===== src/rtl/stream_pkg.sv =====
// Shared definitions for the byte-stream input chain: default widths, the
// packed word record and the bit-reversal helper used by PACKER_BITREV_EN builds.
package stream_pkg;

  localparam int unsigned DEF_IN_W  = 8;
  localparam int unsigned DEF_BYTES = 2;
  localparam int unsigned DEF_OUT_W = DEF_IN_W * DEF_BYTES;
  localparam int unsigned DEF_IDX_W = $clog2(DEF_BYTES);

  typedef struct packed {
    logic [DEF_OUT_W-1:0] data;
    logic                 last;
    logic                 pad;
  } stream_word_t;

  function automatic logic [DEF_IN_W-1:0] bitrev(input logic [DEF_IN_W-1:0] b);
    logic [DEF_IN_W-1:0] r;
    r = '0;
    for (int unsigned i = 0; i < DEF_IN_W; i++) begin
      r[i] = b[DEF_IN_W-1-i];
    end
    return r;
  endfunction

endpackage


===== src/rtl/stream_out_reg.sv =====
// Single-entry ready/valid output register. A load may coincide with a drain;
// payload is held stable while valid is stalled.
module stream_out_reg #(
  parameter int unsigned W = 16
) (
  input  logic         clk_i,
  input  logic         rst_ni,
  input  logic         load_i,
  input  logic [W-1:0] load_data_i,
  input  logic         load_last_i,
  input  logic         load_pad_i,
  input  logic         drain_i,
  output logic         can_load_o,
  output logic         valid_o,
  output logic [W-1:0] data_o,
  output logic         last_o,
  output logic         pad_o
);

  logic         valid_q, valid_d;
  logic [W-1:0] data_q, data_d;
  logic         last_q, last_d;
  logic         pad_q, pad_d;

  assign can_load_o = !valid_q || drain_i;

  always_comb begin
    valid_d = valid_q;
    data_d  = data_q;
    last_d  = last_q;
    pad_d   = pad_q;
    if (load_i) begin
      valid_d = 1'b1;
      data_d  = load_data_i;
      last_d  = load_last_i;
      pad_d   = load_pad_i;
    end else if (valid_q && drain_i) begin
      valid_d = 1'b0;
    end
  end

  always_ff @(posedge clk_i or negedge rst_ni) begin
    if (!rst_ni) begin
      valid_q <= 1'b0;
      data_q  <= '0;
      last_q  <= 1'b0;
      pad_q   <= 1'b0;
    end else begin
      valid_q <= valid_d;
      data_q  <= data_d;
      last_q  <= last_d;
      pad_q   <= pad_d;
    end
  end

  assign valid_o = valid_q;
  assign data_o  = data_q;
  assign last_o  = last_q;
  assign pad_o   = pad_q;

endmodule


===== src/rtl/stream_byte_packer.sv =====
// Packs BYTES little-endian bytes into one output word, padding short final words.
// Optional macro PACKER_BITREV_EN bit-reverses every accepted byte before packing.
module stream_byte_packer
  import stream_pkg::*;
#(
  parameter int unsigned IN_W  = DEF_IN_W,
  parameter int unsigned BYTES = DEF_BYTES,
  parameter int unsigned OUT_W = DEF_OUT_W
) (
  input  logic             clock,
  input  logic             reset_n,
  input  logic             in_valid,
  output logic             in_ready,
  input  logic [IN_W-1:0]  in_data,
  input  logic             in_last,
  output logic             out_valid,
  input  logic             out_ready,
  output logic [OUT_W-1:0] out_data,
  output logic             out_last,
  output logic             out_pad
);

  localparam int unsigned IDX_W = (BYTES > 1) ? $clog2(BYTES) : 1;
  localparam logic [IDX_W-1:0] LAST_IDX = IDX_W'(BYTES - 1);

  logic             en_q;
  logic [IDX_W-1:0] idx_q, idx_d;
  logic [OUT_W-1:0] acc_q, acc_d;
  logic [IN_W-1:0]  byte_w;
  logic [OUT_W-1:0] byte_sh;
  logic [OUT_W-1:0] word;
  logic             accept, complete, can_load, pad;

`ifdef PACKER_BITREV_EN
  assign byte_w = bitrev(in_data);
`else
  assign byte_w = in_data;
`endif

  // in_ready held low through reset and for the release edge itself
  always_ff @(posedge clock or negedge reset_n) begin
    if (!reset_n) en_q <= 1'b0;
    else          en_q <= 1'b1;
  end

  assign in_ready = en_q && can_load;
  assign accept   = in_valid && in_ready;
  assign complete = accept && ((idx_q == LAST_IDX) || in_last);
  assign byte_sh  = OUT_W'(byte_w) << (IN_W * idx_q);
  assign word     = acc_q | byte_sh;
  assign pad      = in_last && (idx_q != LAST_IDX);

  always_comb begin
    idx_d = idx_q;
    acc_d = acc_q;
    if (complete) begin
      idx_d = '0;
      acc_d = '0;
    end else if (accept) begin
      idx_d = idx_q + IDX_W'(1);
      acc_d = word;
    end
  end

  always_ff @(posedge clock or negedge reset_n) begin
    if (!reset_n) begin
      idx_q <= '0;
      acc_q <= '0;
    end else begin
      idx_q <= idx_d;
      acc_q <= acc_d;
    end
  end

  stream_out_reg #(
    .W(OUT_W)
  ) u_out_reg (
    .clk_i      (clock),
    .rst_ni     (reset_n),
    .load_i     (complete),
    .load_data_i(word),
    .load_last_i(in_last),
    .load_pad_i (pad),
    .drain_i    (out_ready),
    .can_load_o (can_load),
    .valid_o    (out_valid),
    .data_o     (out_data),
    .last_o     (out_last),
    .pad_o      (out_pad)
  );

endmodule


===== config.mk =====
export PLATFORM = sky130hd
export DESIGN_NAME = stream_byte_packer
export DESIGN_NICKNAME = d
export VERILOG_FILES = /design/src/rtl/stream_pkg.sv /design/src/rtl/stream_out_reg.sv /design/src/rtl/stream_byte_packer.sv
export SDC_FILE = /design/constraint.sdc
export NUM_CORES = 1
export LEC_CHECK = 0
export ABC_CLOCK_PERIOD_IN_PS = 5000
export CAP_MARGIN = 20
export CELL_PAD_IN_SITES_DETAIL_PLACEMENT = 1
export CELL_PAD_IN_SITES_GLOBAL_PLACEMENT = 1
export CORE_MARGIN = 2
export CORE_UTILIZATION = 44
export CTS_BUF_LIST = sky130_fd_sc_hd__clkbuf_16
export DETAILED_ROUTE_END_ITERATION = 6
export PLACE_DENSITY_LB_ADDON = 0.1
export SYNTH_ARGS = -nofsm -noshare
export SYNTH_HDL_FRONTEND = slang
export SYNTH_HIERARCHICAL = 1
export SYNTH_SLANG_ARGS = --single-unit
export TNS_END_PERCENT = 50

===== constraint.sdc =====
create_clock -name clock -period 5 [get_ports clock]
set_clock_uncertainty 0.2 [all_clocks]
set_input_delay 1 -clock clock [delete_from_list [all_inputs] [get_ports clock]]
set_output_delay 1 -clock clock [all_outputs]
set_load 0.02 [all_outputs]

==> flow_metrics.tcl <==
set metrics [dict create \
    status "finished clean" \
    worstMarginPinSlew_ns 0.630 \
    synth_area_um2 1600 \
    place.gp.congestion 0.733 \
    cts_buffers 5 \
    rsz0062_at_grt "false" \
    finalHoldViolations 0 \
    drv_slew 0 \
    grt_first_pass_wirelength_um 5910 \
    areaGrowthSynthToFinish_pct 28.3 \
    die_h_um 64.4 \
    fin_crit_ns 3.96 \
    grtUsageTotal 0.197 \
    avgSynthCellArea_um2 14.3 \
    startpoint "out_ready" \
    powerDensity_nw_per_um2 530 \
    slowest_stage "clkdlybuf4s50_1" \
    grt_max_degree 38 \
    clk_pin_slew_ns 0.05 \
    grt_pass1_vias 1095 \
    hp-class "reg -> reg" \
    syn_inst 112 \
    cp_top_family "buffers and inverters" \
    io_buffers 32 \
    slew_headroom 0.579 \
    worstPathCellList "clkdlybuf4s50_1, nand2b_1, and2_2, clkdlybuf4s50_1" \
    drive_gt1_frac 0.211 \
    endpoint_kind "output pin" \
    cts_hold_buf 0 \
    wl_per_cell_um 18.1 \
    antenna_found_initial 0 \
    cts-resized-gates 0 \
    syn_nets 125 \
    max_freq_ghz 0.253 \
    tritoncts "done" \
    htreeDepth 2 \
    grt_overflow 0 \
    antennaDiodeCount 0 \
    via_per_inst 5.20 \
    cts_root_buf "clkbuf_16" \
    post-cts-setup-buffers 0 \
    setup_viol 0 \
    drv_cap 0 \
    vias 1004 \
    drt_first_pass_iters 4 \
    finalPower_uw 1090 \
    ctsLongestPathBuffers 2 \
    leakagePower_uw 0.000997 \
    slowest_delay_ns 0.59 \
    cp.arrival_ns 2.76 \
    crit_path_frequent_cell "clkdlybuf4s50_1" \
    ys_warn_count 6 \
    ys_ff_latch 37 \
    die_area_um2 4140 \
    std_cell_rows 21 \
    reg2reg_from "u_out_reg/valid_o" \
    hpwl_um 2280 \
    critPathKind "in -> out" \
    totalNegativeSetupSlack_ns 0 \
    dieWidth_um 64.4 \
    synth.distinct_cells 18 \
    drt-initial-drc-count 50 \
    core-area_um2 3420 \
    clock_sinks 37 \
    final_nets 159 \
    path_buf_inv 2 \
    vdd.ir_drop.worst_mv 0.322 \
    drc 0 \
    ys_seq_area_frac 0.578 \
    routed_wl_um 3500 \
    holdWs_ns 0.287 \
    clock_latency_ns 0.28 \
    worstPathMaxFanout 12 \
    min_from "acc_q[14]" \
    worstPathRequired_ns 3.80 \
    fin_crit_sh 0.791 \
    cp-start-kind "primary input" \
    start_util 0.469 \
    antenna_left 0 \
    io_pins 33 \
]
## layer usage
layer	share of wire	vias to the layer above	GRT usage
li1	-	460	-
met1	0.44	515	0.246
met2	0.50	23	0.318
met3	0.041	6	0.0581
met4	0.019	0	0.0878
met5	0	-	0
## worst reg2reg max path, stage by stage (launching register included)
cell	delay, ns
dfrtp_1	0.37
nand2b_1	0.42
o2111ai_4	0.32
inv_2	0.56
mux2_2	0.42
## sequential cells by signal (all words and copies together), names as in the netlist
signal and count:
acc_q 16, en_q 1, idx_q 1, u_out_reg/data_o 16, u_out_reg/last_o 1, u_out_reg/pad_o 1
u_out_reg/valid_o 1
## where the power goes
| part | switching (µW) | internal, µW | leakage, µW |
|---|---|---|---|
| clock network | 111 | 181 | 0.0000748 |
| registers | 56.4 | 376 | 0.000467 |
| logic | 163 | 202 | 0.000455 |
## layout by cell type, fill, tap and decap left out, types with 2 or more instances in the layout
cell / count
a21o_1: 16
mux2_4: 10
nand2b_1: 2
inv_1: 2
clkdlybuf4s50_1: 32
mux2_2: 9
nor2_1: 9
clkbuf_16: 5
clkinv_2: 2
dfrtp_1: 37
and2_1: 8
a41oi_1: 8
## final cells by class
type / instances / area, µm²
Clock inverter: 3 / 13.8
Tap cell: 46 / 57.6
Clock buffer: 5 / 125
Sequential cell: 37 / 926
Multi-Input combinational cell: 67 / 599
Inverter: 2 / 7.51
Fill cell: 357 / 1360
Timing Repair Buffer: 33 / 328
## through the flow
stage          cell area, µm²   util  setup WS [ns]  instances
2_1_floorplan            1600      -           2.24        112
3_3_place_gp             1920  0.562           1.07        185
3_5_place_dp             1920  0.562           1.03        185
4_1_cts                  2060  0.602           1.02        193
5_1_grt                  2060  0.602          0.945        193
6_report                 2060  0.602           1.04        193
## cells in the mapped netlist
cell type | instances | share of area
and2_1 | 8 | 0.031
buf_2 | 1 | 0.0031
o2111ai_4 | 1 | 0.016
inv_2 | 1 | 0.0023
mux2_2 | 9 | 0.063
inv_1 | 1 | 0.0023
nand3_4 | 1 | 0.011
dfrtp_1 | 37 | 0.58
buf_6 | 4 | 0.028
mux2_4 | 10 | 0.094
buf_12 | 1 | 0.012
nor2b_1 | 1 | 0.0039
conb_1 | 1 | 0.0023
a41oi_1 | 8 | 0.044
nor2_1 | 9 | 0.021
nand2b_1 | 2 | 0.0078
and2_2 | 1 | 0.0047
a21o_1 | 16 | 0.075
## worst paths after layout
check                             endpoint  slack, ns  cells after the start
min reg2reg                      acc_q[14]       0.29                      1
max reg2reg                u_out_reg/pad_o       2.58                      4
min                              acc_q[14]       0.29                      1
max in group asynchronous  u_out_reg/pad_o       3.32                      2
min in group asynchronous        acc_q[10]       0.94                      2
max                               in_ready       1.04                      4
## cells by family (layout without fill, tap and decap cells)
logic type | Yosys count | after routing | synth area share
buffers and inverters | 8 | 43 | 0.0484
AND/OR/NAND/NOR | 22 | 22 | 0.0796
flip-flops | 37 | 37 | 0.578
other | 1 | 1 | 0.00234
multiplexers | 19 | 19 | 0.157
AO/OA/AOI/OAI | 25 | 25 | 0.135
Power figures use the tool's default switching activity.
==> variant 1: new RTL, config.mk and constraints unchanged <==
`data_q` no longer has a reset.
--- a/src/rtl/stream_out_reg.sv
+++ b/src/rtl/stream_out_reg.sv
@@ -42,15 +42,17 @@
   always_ff @(posedge clk_i or negedge rst_ni) begin
     if (!rst_ni) begin
       valid_q <= 1'b0;
-      data_q  <= '0;
       last_q  <= 1'b0;
       pad_q   <= 1'b0;
     end else begin
       valid_q <= valid_d;
-      data_q  <= data_d;
       last_q  <= last_d;
       pad_q   <= pad_d;
     end
+  end
+
+  always_ff @(posedge clk_i) begin
+    data_q <= data_d;
   end
 
   assign valid_o = valid_q;
Function: differs if reset_n is asserted again (counterexample within 4 cycles, from zero or initial values and one cycle with reset_n low); with reset_n held inactive, the same outputs for 10 cycles.
==> variant 1 against the original RTL <==
Routed wire length fell by 14%. Sequential cell count did not move. Global-route usage fell by 0.55 points. Die area fell by 9.5%. Final cell count fell by 9.3%. Utilization rose by 2.2 points. First-iteration DRC count fell by 58%. Area after synthesis fell by 10%. Fmax rose by 6.1%. Via count fell by 10%. Design area fell by 6.6%. Worst setup slack improved by 0.23 ns. Critical path type unchanged. Largest cell class unchanged. Highest routed layer unchanged.
Power is not compared: it rests on default switching activity, and its combinational part moved more than twofold at a synthesized area within 25%.
==> variant 1: results <==
[clock_tree]
cts_setup_buffers = 0
clkLatencyLatePin_ns = 0.28
cts_resized = 0
cts_buffers = 5
clk_pin_slew_worst_paths_ns = 0.05

[worst_setup_path]
r2r_setup_slack_ns = 2.85
arrival_ns = 2.53
slowest_stage = "clkdlybuf4s50_1"
slowest_delay_ns = 0.60
worstRegToRegCells = 3
cp-endpoint = "in_ready"
r2r-start = "en_q"
cp_top_family = "buffers and inverters"
timing.rr.end = "u_out_reg/pad_o"

[placement]
gp_congestion = 0.714
placed_area_um2 = 1780
dp_hpwl_um = 1810

[hold_path]
min-delay-start = "acc_q[14]"
hold_path_class = "reg -> reg"
hold_depth = 1
hold_end = "acc_q[14]"

[pwr]
leakagePower_nw = 0.858
vdd_drop_max_uv = 269

[route]
first_pass_iters = 4
drt_iter0_drc = 21
wl_um = 3030
routed_via_density = 5.15

[synth]
seq_area_frac_synth = 0.699
synthTopCellsByCount = "dfrtp_1 (21), a21o_1 (16), edfxtp_1 (16)"
yosysWarningCount = 6
synth_area_leaders = "dfrtp_1 (36%), edfxtp_1 (33%), a21o_1 (8.3%), a41oi_1 (4.9%), and2_1 (3.5%)"
async_flop_share = 0.568
synth-edff-count = 16
synth_nets = 107
yosysUniqueCellTypes = 19

[status]
outcome = "complete, no violations"

[grt]
grt_pass1_wl_um = 4800
grt_pass1_vias = 953
antenna_found_initial = 0
grt_use_total = 0.192
grt_max_degree = 28

[timing]
hold_ws_ns = 0.287
setup_violations = 0
slew_viol_final = 0
worst_slew_pin_slew_ns = 0.916

[layout]
drive_above_1_share = 0.107
layout.nets = 143
final_util = 0.624
fillCellCount = 301
variant 1: cell types whose count changed after synthesis, sizes merged:
cell,delta
mux2,-16
edfxtp,+16
dfrtp,-16
buf,-2
variant 1: power breakdown:
part / internal [mW] / switching (mW) / total [mW] / leakage (nW)
Sequential: 0.362 / 0.0287 / 0.391 / 0.419
Clock: 0.179 / 0.107 / 0.286 / 0.0776
Combinational: 0.0751 / 0.0751 / 0.150 / 0.361
Total: 0.616 / 0.211 / 0.827 / 0.858
variant 1: cell families after synthesis:
| group | count (synthesis) | share of synthesized area |
|---|---|---|
| buf+inv | 6 | 0.0321 |
| mux | 3 | 0.0261 |
| other cells | 1 | 0.00260 |
| flops | 37 | 0.699 |
| compound gates | 25 | 0.150 |
| simple gates | 22 | 0.0904 |
variant 1: metal layers:
metal / part of all wire / global-route usage / vias to the layer above
met5: 0 / 0 / -
met4: 0.011 / 0.0807 / 0
met3: 0.052 / 0.0651 / 4
met2: 0.54 / 0.336 / 26
met1: 0.40 / 0.212 / 456
li1: - / - / 415
variant 1: area by class of cell:
class,count,area share
clock buffer,5,0.0651
clock inverter,3,0.00586
inverter,2,0.00391
multi-input combinational,51,0.202
sequential,37,0.524
tap,44,0.0287
timing repair buffer,33,0.171
variant 1: worst reg2reg max path: cells and delay by family, from the launching register on:
family | cells | cell delay (ns)
muxes | 1 | 0.40
DFF | 1 | 0.65
buffers and inverters | 1 | 0.48
AOI/OAI and AO/OA | 1 | 0.30
variant 1: stage by stage:
stage	cells	setup WS, ns
after floorplan	94	2.22
after CTS	175	1.27
final	175	1.27
after detailed placement	167	1.29
after global placement	167	1.31
after global routing	175	1.20
==> variant 2: new RTL, same flow settings <==
Made on the original files. Set the package constant `DEF_BYTES` to 4 (it was 2).
--- a/src/rtl/stream_pkg.sv
+++ b/src/rtl/stream_pkg.sv
@@ -3,7 +3,7 @@
 package stream_pkg;
 
   localparam int unsigned DEF_IN_W  = 8;
-  localparam int unsigned DEF_BYTES = 2;
+  localparam int unsigned DEF_BYTES = 4;
   localparam int unsigned DEF_OUT_W = DEF_IN_W * DEF_BYTES;
   localparam int unsigned DEF_IDX_W = $clog2(DEF_BYTES);
 
Interface: changed (resized out_data); port bits go from 33 to 49. The function was not compared with the original's and may differ.
==> variant 2 against the original RTL <==
Area after synthesis up 96%. Routed wire length up 96%. Non-clock buffer count up 22. Global-route usage down 0.49 points. Sequential power up 90%. Design area up 88%. Critical path depth unchanged. Combinational power up 93%. Power up 97%. Worst setup slack better by 0.42 ns. Largest power group unchanged. Sequential cell count up 33.
==> variant 2: results <==
[clock_tree]
cts_setup_buffers = 0
cts_buffers = 9
cts_resized = 0
cts.path.max_buffers = 2
clkLatencyLatePin_ns = 0.33
clk_pin_slew_worst_paths_ns = 0.05
h-tree-depth = 3
root_buffer = "clkbuf_16"

[synth]
yosysWarningCount = 6
async_flop_share = 1.00
synthTopCellsByCount = "dfrtp_1 (70), nor2_1 (33), a21o_1 (32), a31oi_1 (32), mux2_4 (29)"
synth-main-ff-cell = "dfrtp_1"
yosysUniqueCellTypes = 20
synth_area_leaders = "dfrtp_1 (56%), mux2_4 (14%), a21o_1 (7.7%), a31oi_1 (6.4%), nor2_1 (4.0%)"
synth_nets = 260
seq_area_frac_synth = 0.559
synth-edff-count = 0
syn_inst = 246

[timing]
worst_slew_pin_slew_ns = 0.662
setup_violations = 0

[worst_setup_path]
arrival_ns = 2.34
slowest_stage = "clkdlybuf4s50_1"
slowest_delay_ns = 0.60
cp_top_family = "buffers and inverters"
cp_max_fo = 4

[grt]
grt_use_met2 = 0.305
grt_use_met3 = 0.0457
grt_pass1_wl_um = 11200
grt_use_total = 0.192
grt_use_met1 = 0.263
grt_pass1_vias = 2166
antenna_found_initial = 0
grt_max_degree = 45

[placement]
dp_hpwl_um = 4130
portBuffers = 48
gp_congestion = 0.703
dp.cells = 368

[route]
first_pass_iters = 4
routed_via_density = 5.27
drt_iter0_drc = 106
vias = 2039
wire_per_inst_um = 17.7

[layout]
fillCellCount = 688
antenna_cells = 0
layout.nets = 300
drive_above_1_share = 0.199

[hold_path]
hold_path_class = "reg -> reg"

[pwr]
vdd_drop_max_uv = 201
p_sw_frac = 0.305
leakagePower_nw = 1.97

[status]
outcome = "complete, no violations"
[variant 2: worst register-to-register path, delay by kind of cell, from the launching register on]
kind | cells | cell delay [ns]
adder cells (fa/ha/maj) | 1 | 0.22
buffers and inverters | 1 | 0.46
flip-flops | 1 | 0.46
AND/OR/NAND/NOR | 2 | 0.19
multiplexers | 1 | 0.42
[variant 2: kinds of logic (layout without fill, tap and decap cells)]
logic type	Yosys count	after routing	synth area share
buffers and inverters	26	71	0.0695
adders and majority gates	1	1	0.00399
muxes	34	34	0.157
and+or+nand+nor	49	49	0.0675
AOI/OAI and AO/OA	65	65	0.142
DFF	70	70	0.559
other	1	1	0.00120
[variant 2: cell type report]
cell class | instances | area [um^2] | area share
clock buffers | 9 | 225 | 0.0582
clock inverters | 7 | 65.1 | 0.0168
multi-input cells | 150 | 1170 | 0.302
flip-flops and latches | 70 | 1750 | 0.452
well taps | 96 | 120 | 0.0310
repair buffers | 55 | 541 | 0.140
[variant 2: through the flow]
step	cell area [um^2]	setup WS, ns
2_1_floorplan	3130	2.43
3_3_place_gp	3550	1.49
3_5_place_dp	3550	1.45
4_1_cts	3840	1.44
5_1_grt	3870	1.39
6_report	3870	1.46
[variant 2: routing by layer]
| metal | part of all wire | vias up | wire, um |
|---|---|---|---|
| met5 | 0 | - | 0 |
| met4 | 0.012 | 0 | 83 |
| met3 | 0.037 | 8 | 255 |
| met2 | 0.49 | 40 | 3350 |
| met1 | 0.46 | 1054 | 3170 |
| li1 | - | 937 | - |
[variant 2: power by group through the flow]
stage               clock (mW)  sequential [mW]  combinational (mW)
floorplan                    0            0.934               0.324
global placement             0            0.819               0.687
detailed placement           0            0.829               0.699
CTS                      0.630            0.822               0.706
global route             0.654            0.839               0.762
finish                   0.618            0.819               0.706
[variant 2: final timing paths]
check,cells after the start,slack (ns),startpoint,end
max,4,1.46,out_ready,in_ready
min,2,0.30,acc_q[15],acc_q[15]
max reg2reg,5,2.94,idx_q[0],u_out_reg/data_o[29]
min reg2reg,2,0.30,acc_q[15],acc_q[15]
max in group asynchronous,3,3.29,reset_n,u_out_reg/data_o[24]
min in group asynchronous,1,0.40,reset_n,u_out_reg/data_o[7]
